--- config.mk ---
export PLATFORM = sky130hd
export DESIGN_NAME = rv_muldiv_unit_flat
export DESIGN_NICKNAME = d
export VERILOG_FILES = /design/src/rtl/rv_muldiv_unit_if.sv /design/src/rtl/rv_muldiv_unit.sv /design/src/flat_wrapper.sv
export SDC_FILE = /design/constraint.sdc
export NUM_CORES = 1
export LEC_CHECK = 0
export ABC_AREA = 1
export CAP_MARGIN = 20
export CORE_MARGIN = 8
export CORE_UTILIZATION = 25
export DETAILED_ROUTE_END_ITERATION = 8
export GPL_TIMING_DRIVEN = 0
export MAX_ROUTING_LAYER = met4
export SETUP_SLACK_MARGIN = 0.3
export SLEW_MARGIN = 20
export SYNTH_ARGS = -nofsm -noshare
export SYNTH_HDL_FRONTEND = slang
export SYNTH_SLANG_ARGS = --single-unit
export TNS_END_PERCENT = 20
--- constraint.sdc ---
create_clock -name clk -period 7.5 [get_ports clk]
set_input_delay 1.125 -clock clk [delete_from_list [all_inputs] [get_ports clk]]
set_output_delay 1.125 -clock clk [all_outputs]
set_load 0.05 [all_outputs]
--- src/rtl/rv_muldiv_unit_if.sv ---
// Execute-stage request/response bundle between the pipeline and the mul/div unit.
// Latency: none, this is wiring only.
// Backpressure: the unit holds the pipeline through stall; there is no ready signal.
//
// Ports (grouped here):
//   start/op/rs1/rs2/flush : pipeline -> unit request and abort
//   busy/stall/done/result : unit -> pipeline status and result
interface rv_muldiv_unit_if #(
    parameter int XLEN = 32
);
    logic            start;
    logic [2:0]      op;
    logic [XLEN-1:0] rs1;
    logic [XLEN-1:0] rs2;
    logic            flush;
    logic            busy;
    logic            stall;
    logic            done;
    logic [XLEN-1:0] result;

    // Pipeline side
    modport master (
        output start, op, rs1, rs2, flush,
        input  busy, stall, done, result
    );

    // Unit side
    modport slave (
        input  start, op, rs1, rs2, flush,
        output busy, stall, done, result
    );
endinterface

--- src/rtl/rv_muldiv_unit.sv ---
// Iterative RV32M/RV64M multiply/divide unit sitting beside the ALU.
// Latency: XLEN/UNROLL BUSY cycles then a one-cycle DONE; div-by-zero and signed overflow go straight to DONE.
// Backpressure: stall holds the pipeline from acceptance through BUSY; start is ignored unless IDLE, flush aborts.
//
// Ports:
//   clk, rst : clock and synchronous active-high reset
//   mdu      : rv_muldiv_unit_if slave (start/op/rs1/rs2/flush in, busy/stall/done/result out)
// Parameters: XLEN in {32,64}; UNROLL in {1,2,4} and must divide XLEN.
module rv_muldiv_unit #(
    parameter int XLEN   = 32,
    parameter int UNROLL = 1
) (
    input  logic           clk,
    input  logic           rst,
    rv_muldiv_unit_if.slave mdu
);

    localparam int CW = $clog2(XLEN);

    typedef enum logic [1:0] {
        S_IDLE = 2'd0,
        S_BUSY = 2'd1,
        S_DONE = 2'd2
    } state_t;

    state_t state, state_nxt;

    // Latched operation context
    logic [2:0]      op_q;
    logic [XLEN-1:0] hi_q;      // mul: upper product half; div: partial remainder
    logic [XLEN-1:0] lo_q;      // mul: multiplier / lower product; div: dividend -> quotient
    logic [XLEN-1:0] d_q;       // mul: multiplicand magnitude; div: divisor magnitude
    logic            neg_q;     // negate product or quotient at the end
    logic            rneg_q;    // negate remainder at the end (dividend sign)
    logic [CW-1:0]   cnt_q;
    logic [XLEN-1:0] result_q;

    // Status
    logic busy_c, stall_c, done_c;
    logic accept;
    logic last_iter;

    // Operand decode at the request port
    logic            a_signed, b_signed;
    logic            a_neg, b_neg;
    logic [XLEN-1:0] a_mag, b_mag;
    logic            div_zero, div_ovf, special;
    logic [XLEN-1:0] special_res;

    // Iteration datapath
    logic [XLEN-1:0] h_it, l_it;
    logic [XLEN:0]   sum_it, t_it;
    logic [XLEN-1:0] hi_nxt, lo_nxt;

    // Sign fix-up and result select
    logic [2*XLEN-1:0] prod, prod_fix;
    logic [XLEN-1:0]   q_fix, r_fix, final_res;

    assign accept    = (state == S_IDLE) && mdu.start && !mdu.flush;
    assign last_iter = (cnt_q == CW'(XLEN - UNROLL));

    // MULH, MULHSU, DIV, REM treat rs1 as signed; MULH, DIV, REM treat rs2 as signed.
    // Signed operands are reduced to magnitudes and the sign reapplied at the end, which
    // equals a signed product/division on XLEN+1-bit extended operands.
    assign a_signed = (mdu.op == 3'd1) || (mdu.op == 3'd2) || (mdu.op == 3'd4) || (mdu.op == 3'd6);
    assign b_signed = (mdu.op == 3'd1) || (mdu.op == 3'd4) || (mdu.op == 3'd6);
    assign a_neg    = a_signed && mdu.rs1[XLEN-1];
    assign b_neg    = b_signed && mdu.rs2[XLEN-1];
    // -(-2^(XLEN-1)) keeps the same bit pattern, which is the correct unsigned magnitude.
    assign a_mag    = a_neg ? -mdu.rs1 : mdu.rs1;
    assign b_mag    = b_neg ? -mdu.rs2 : mdu.rs2;

    assign div_zero = mdu.op[2] && (mdu.rs2 == '0);
    assign div_ovf  = mdu.op[2] && !mdu.op[0]
                      && (mdu.rs1 == {1'b1, {(XLEN-1){1'b0}}})
                      && (mdu.rs2 == '1);
    assign special  = div_zero || div_ovf;

    // op[1] set selects REM/REMU, clear selects DIV/DIVU
    always_comb begin
        special_res = '0;
        if (div_zero) begin
            special_res = mdu.op[1] ? mdu.rs1 : '1;
        end else begin
            special_res = mdu.op[1] ? '0 : mdu.rs1;
        end
    end

    // State register
    always_ff @(posedge clk) begin
        if (rst) begin
            state <= S_IDLE;
        end else begin
            state <= state_nxt;
        end
    end

    // Next state and status outputs
    always_comb begin
        state_nxt = state;
        busy_c    = 1'b0;
        stall_c   = 1'b0;
        done_c    = 1'b0;
        case (state)
            S_IDLE: begin
                stall_c = mdu.start && !mdu.flush;
                if (accept) begin
                    state_nxt = special ? S_DONE : S_BUSY;
                end
            end
            S_BUSY: begin
                busy_c  = 1'b1;
                stall_c = 1'b1;
                if (mdu.flush) begin
                    state_nxt = S_IDLE;
                end else if (last_iter) begin
                    state_nxt = S_DONE;
                end
            end
            S_DONE: begin
                // flush here is ignored: the result is already on its way
                busy_c    = 1'b1;
                done_c    = 1'b1;
                state_nxt = S_IDLE;
            end
            default: begin
                state_nxt = S_IDLE;
            end
        endcase
    end

    // UNROLL radix-2 steps per cycle.
    // Multiply: LSB-first shift-add, {hi,lo} shifts right with the carry entering hi.
    // Divide: restoring, {rem,dividend} shifts left and the quotient bit fills lo[0].
    always_comb begin
        h_it   = hi_q;
        l_it   = lo_q;
        sum_it = '0;
        t_it   = '0;
        for (int i = 0; i < UNROLL; i++) begin
            if (!op_q[2]) begin
                sum_it = {1'b0, h_it} + (l_it[0] ? {1'b0, d_q} : '0);
                l_it   = {sum_it[0], l_it[XLEN-1:1]};
                h_it   = sum_it[XLEN:1];
            end else begin
                t_it = {h_it, l_it[XLEN-1]};
                l_it = {l_it[XLEN-2:0], 1'b0};
                if (t_it >= {1'b0, d_q}) begin
                    // difference is below the divisor, so XLEN bits hold it exactly
                    h_it    = t_it[XLEN-1:0] - d_q;
                    l_it[0] = 1'b1;
                end else begin
                    h_it = t_it[XLEN-1:0];
                end
            end
        end
        hi_nxt = h_it;
        lo_nxt = l_it;
    end

    // Final result is built from the last iteration's outputs so it can be
    // registered on the same edge that enters DONE.
    assign prod     = {hi_nxt, lo_nxt};
    assign prod_fix = neg_q ? -prod : prod;
    assign q_fix    = neg_q ? -lo_nxt : lo_nxt;
    assign r_fix    = rneg_q ? -hi_nxt : hi_nxt;

    always_comb begin
        final_res = '0;
        if (op_q[2]) begin
            final_res = op_q[1] ? r_fix : q_fix;
        end else if (op_q[1:0] == 2'b00) begin
            final_res = prod_fix[XLEN-1:0];
        end else begin
            final_res = prod_fix[2*XLEN-1:XLEN];
        end
    end

    // Datapath registers
    always_ff @(posedge clk) begin
        if (rst) begin
            op_q     <= '0;
            hi_q     <= '0;
            lo_q     <= '0;
            d_q      <= '0;
            neg_q    <= 1'b0;
            rneg_q   <= 1'b0;
            cnt_q    <= '0;
            result_q <= '0;
        end else if (accept) begin
            op_q   <= mdu.op;
            hi_q   <= '0;
            cnt_q  <= '0;
            neg_q  <= a_neg ^ b_neg;
            rneg_q <= a_neg;
            if (mdu.op[2]) begin
                lo_q <= a_mag;
                d_q  <= b_mag;
            end else begin
                lo_q <= b_mag;
                d_q  <= a_mag;
            end
            if (special) begin
                result_q <= special_res;
            end
        end else if ((state == S_BUSY) && !mdu.flush) begin
            hi_q  <= hi_nxt;
            lo_q  <= lo_nxt;
            cnt_q <= cnt_q + CW'(UNROLL);
            if (last_iter) begin
                result_q <= final_res;
            end
        end
    end

    assign mdu.busy   = busy_c;
    assign mdu.stall  = stall_c;
    assign mdu.done   = done_c;
    assign mdu.result = result_q;

endmodule

--- src/flat_wrapper.sv ---
// flat-port wrapper written by rule: the top's interface ports become plain ports
module rv_muldiv_unit_flat 
#(
    parameter int XLEN   = 32,
    parameter int UNROLL = 1
)
  (clk, rst, mdu_start, mdu_op, mdu_rs1, mdu_rs2, mdu_flush, mdu_busy, mdu_stall, mdu_done, mdu_result);
  rv_muldiv_unit_if #(.XLEN(XLEN)) mdu_i ();
  input  logic clk;
  input  logic rst;
  input wire logic [$bits(mdu_i.start)-1:0] mdu_start;
  input wire logic [$bits(mdu_i.op)-1:0] mdu_op;
  input wire logic [$bits(mdu_i.rs1)-1:0] mdu_rs1;
  input wire logic [$bits(mdu_i.rs2)-1:0] mdu_rs2;
  input wire logic [$bits(mdu_i.flush)-1:0] mdu_flush;
  output wire logic [$bits(mdu_i.busy)-1:0] mdu_busy;
  output wire logic [$bits(mdu_i.stall)-1:0] mdu_stall;
  output wire logic [$bits(mdu_i.done)-1:0] mdu_done;
  output wire logic [$bits(mdu_i.result)-1:0] mdu_result;
  assign mdu_i.start = mdu_start;
  assign mdu_i.op = mdu_op;
  assign mdu_i.rs1 = mdu_rs1;
  assign mdu_i.rs2 = mdu_rs2;
  assign mdu_i.flush = mdu_flush;
  assign mdu_busy = mdu_i.busy;
  assign mdu_stall = mdu_i.stall;
  assign mdu_done = mdu_i.done;
  assign mdu_result = mdu_i.result;
  rv_muldiv_unit #(.XLEN(XLEN), .UNROLL(UNROLL)) u_core (.clk(clk), .rst(rst), .mdu(mdu_i));
endmodule
==> metrics.md <==
| Metric | Value |
|---|---|
| Met1 Wirelength | `40.15 mm` |
| Total track usage | `0.2304` |
| Fmax | `0.1777 GHz` |
| Clock-pin transition on the worst setup and hold timing paths | `0.07 ns` |
| Clock group share of total power | `0.258` |
| Result of the run | `completed` |
| Number of synthesized flops with an enable pin | `0` |
| Global route overflow | `0` |
| Source of the worst register-to-register timing path | `u_core.lo_q[0]` |
| P&R area growth vs syn | `15.76%` |
| Count of final hold-check violations | `0` |
| Period utilisation layout | `0.7502` |
| Placed cell areas | `20200 um2` |
| Worst Hold Depth | `2` |
| Setup repair after global routing missed its margin | `no` |
| Leakage power of the design | `10.20 nW` |
| Cells after Synth | `3273` |
| Die height | `284.3 um` |
| End of the worst register-to-register path | `u_core.mdu.result[21]` |
| Share of total power in sequential cells | `0.224` |
| Number of global-route vias before repair | `21140` |
| Worst slew pin tran | `1.241 ns` |
| Max-slew violations | `0` |
| Input/output buffers | `102` |
| Top sig layer | `met4` |
| # rows | `98` |
| Register-to-register setup slack | `1.87 ns` |
| Ratio of cells with drive above 1 in the final layout | `0.05459` |
| VDD IR-drop max | `0.1473 mV` |
| Req. time, crit path | `7.88 ns` |
| DR WL/cell | `21.70 um` |
| Drt first pass iters | `6` |
| Multi-input logic area | `12690 um2` |
| Cell types with the largest area share after synthesis | `nand2_1, dfxtp_1, inv_1` |
| Post-route worst hold slack | `0.4689 ns` |
| Number of setup violations in the final report | `0` |
| Total clock buffers created by CTS | `17` |
| Register area share after synthesis | `0.1558` |
| Post-layout minimum cycle time | `5.627 ns` |
| Post-layout total power | `3.749 mW` |
| Ant. Diodes | `0` |
| Fillers | `8338` |
| Post-route clock skew | `0.01830 ns` |
| Routed wire length | `94.54 mm` |
| Final std cell area, no fill | `20830 um2` |
| Post-route setup slack | `1.873 ns` |
| #FFs+latches synth | `140` |
| 1st-iter DRT viols | `2686` |
| Category of the worst setup path launch point | `flip-flop` |
| Average cell area after synthesis | `5.497 um2` |
| Clock tree from TritonCTS | `built` |
| Internal power summed over all cells | `1.880 mW` |
| # resized after CTS | `0` |
| Drt drc | `0` |
| Maximum clock path buffer count | `2` |
| Logic pwr share | `0.518` |
| Wire length on met2 | `41.76 mm` |
| Relative slew slack | `0.1639` |
| Depth of the worst register-to-register path | `23` |
| CTS Hold Buffers Added | `0` |
| Vias post-DR | `22510` |
| Sort of element at the end of the critical path | `flip-flop` |
| GP Congestion | `1.060` |
| Number of distinct standard cells referenced by the synthesized netlist | `58` |
| Arrival @ worst endpoint | `6.01 ns` |
| Latest clock arrival within the worst-skew pair | `0.48 ns` |
| WL met3 | `8.222 mm` |
| Post-Place Worst Slack | `2.130 ns` |
| Biggest fanout along the worst timing path | `10` |
| Type of the setup path with the least slack | `reg2reg` |
| Largest net degree at the start of global routing | `17` |
| Post-synthesis async set-or-reset flop share | `0` |
| CTS sink count | `140` |
| Hold_sp | `u_core.op_q[0]` |
| Type of the tightest min-delay check | `reg2reg` |
| Area fraction of the dominant cell type after synthesis | `0.1946` |
| Warning count from the yosys run | `0` |
| Sequential cell area in the final layout | `2803 um2` |
| Detail Route Antenna Nets | `0` |
| Final HPWL DP | `79.57 mm` |
| Number of nets in the layout | `3541` |
| Switch Pwr | `1.869 mW` |
| Top-level port count | `106` |
| Mean number of vias per cell | `5.167` |
| Net switching share of the total power | `0.4984` |
| PD cells | `180.0 nW/um2` |
| Synthesized netlist net count | `3420` |
| Synth area leader | `nand2_1` |
| Max capacitance violation total | `0` |
| Post-CTS Repair Setup Buffers | `0` |
| Leading cell type in the layout, fill and taps excluded | `nand2_1` |
| Root Buffer | `clkbuf_16` |
| Htree depth | `4` |
| Post-Synthesis Cell Area | `17990 um2` |
| Global-route wire length before repair | `138.0 mm` |
| Effective utilization at floorplan | `0.2521` |
| Die Wd | `284.3 um` |
| Most frequently used flop master after synthesis | `dfxtp_1` |
| Number of antenna violations at the first check in global routing | `0` |
| Floorplan core area | `71360 um2` |
| Die Outline Area | `80810 um2` |
| Post-Route Setup TNS | `0 ns` |
| Most frequent cells in the layout | `nand2_1, inv_1, nor2_1, nand3_1, o21ai_0` |
| Worst hold path endpoint | `u_core.op_q[0]` |
-- worst max path at each step --
stage / endpoint / start / slack [ns] / depth (start not counted)
floorplan: u_core.mdu.result[27] / u_core.lo_q[0] / 4.04 / 28
global placement: u_core.mdu.result[21] / u_core.lo_q[0] / 2.14 / 23
detailed placement: u_core.mdu.result[21] / u_core.lo_q[0] / 2.13 / 26
CTS: u_core.mdu.result[21] / u_core.lo_q[0] / 2.11 / 26
global route: u_core.mdu.result[29] / u_core.lo_q[0] / 1.53 / 26
finish: u_core.mdu.result[21] / u_core.lo_q[0] / 1.87 / 23
-- synthesized netlist by cell type, types with 16 or more instances --
master / instances
nand3b_1: 16
dfxtp_1: 140
clkbuf_1: 88
nor2_2: 26
o21ai_0: 209
o21ai_1: 16
nand4_1: 39
nand3_1: 261
nand2_1: 933
ha_1: 74
nor3_1: 49
o21a_1: 18
xor2_1: 76
a21oi_1: 191
nand2_2: 28
nor2_1: 310
xnor2_1: 28
inv_2: 21
inv_1: 496
o211ai_1: 47
-- layout make-up --
cell class,count,share of cell area
tap,950,0.05707
multi-input combinational,2485,0.6091
buffer,126,0.02613
sequential,140,0.1346
clock buffer,17,0.02043
inverter,522,0.09408
timing repair buffer,102,0.04902
clock inverter,15,0.009612
-- cells by family (layout without fill, tap and decap cells) --
group / count (synthesis) / count (layout) / synth area share
buffers and inverters: 648 / 782 / 0.1392
flip-flops: 140 / 140 / 0.1558
XOR/XNOR: 104 / 104 / 0.05063
AO/OA/AOI/OAI: 581 / 581 / 0.1864
adder cells (fa/ha/maj): 76 / 76 / 0.05369
multiplexers: 3 / 3 / 0.001669
AND/OR/NAND/NOR: 1721 / 1721 / 0.4127
-- routing by layer --
metal  up-vias  global-route usage
met5         -                   -
met3       199             0.03527
met1     10440              0.2958
li1      10770                   -
met2      1102              0.3606
met4         0             0.09224
-- state kept, by name, summed over array words and instances (netlist names) --
name               flops
u_core.cnt_q           5
u_core.state           2
u_core.hi_q           32
u_core.mdu.result     32
u_core.d_q            32
u_core.rneg_q          1
u_core.neg_q           1
u_core.op_q            3
u_core.lo_q           32
-- through the flow --
step	std cells	util
after floorplan	3273	-
after global placement	4325	0.2831
after detailed placement	4325	0.2831
after CTS	4357	0.2919
after global routing	4357	0.2919
final	4357	0.2919
-- worst max-delay path: stages, from the launching register on --
cell      delay [ns]
dfxtp_1         0.31
clkbuf_1        0.38
clkbuf_1        0.41
nand2_1         0.11
inv_1           0.08
ha_1            0.29
a21oi_1         0.52
nand2_1         0.42
a21oi_1         0.45
o21ai_0         0.25
xnor2_1         0.38
nand2_1         0.11
nand2_1         0.29
nand2_1         0.15
nor2_2          0.19
nand2_1         0.09
o21ai_2         0.34
nand2_1         0.09
nand2_1         0.07
nand3_1         0.19
nand3_1         0.22
nand3_1         0.10
nand2_1         0.06
inv_1           0.03
-- power by group through the flow --
| stage | combinational (mW) | sequential [mW] | clock (mW) |
|---|---|---|---|
| floorplan | 1.23 | 0.851 | 0 |
| global placement | 1.88 | 0.853 | 0 |
| detailed placement | 1.88 | 0.853 | 0 |
| CTS | 1.88 | 0.836 | 0.962 |
| global route | 2.09 | 0.842 | 0.992 |
| finish | 1.94 | 0.841 | 0.967 |
(Power assumes the default switching activity.)
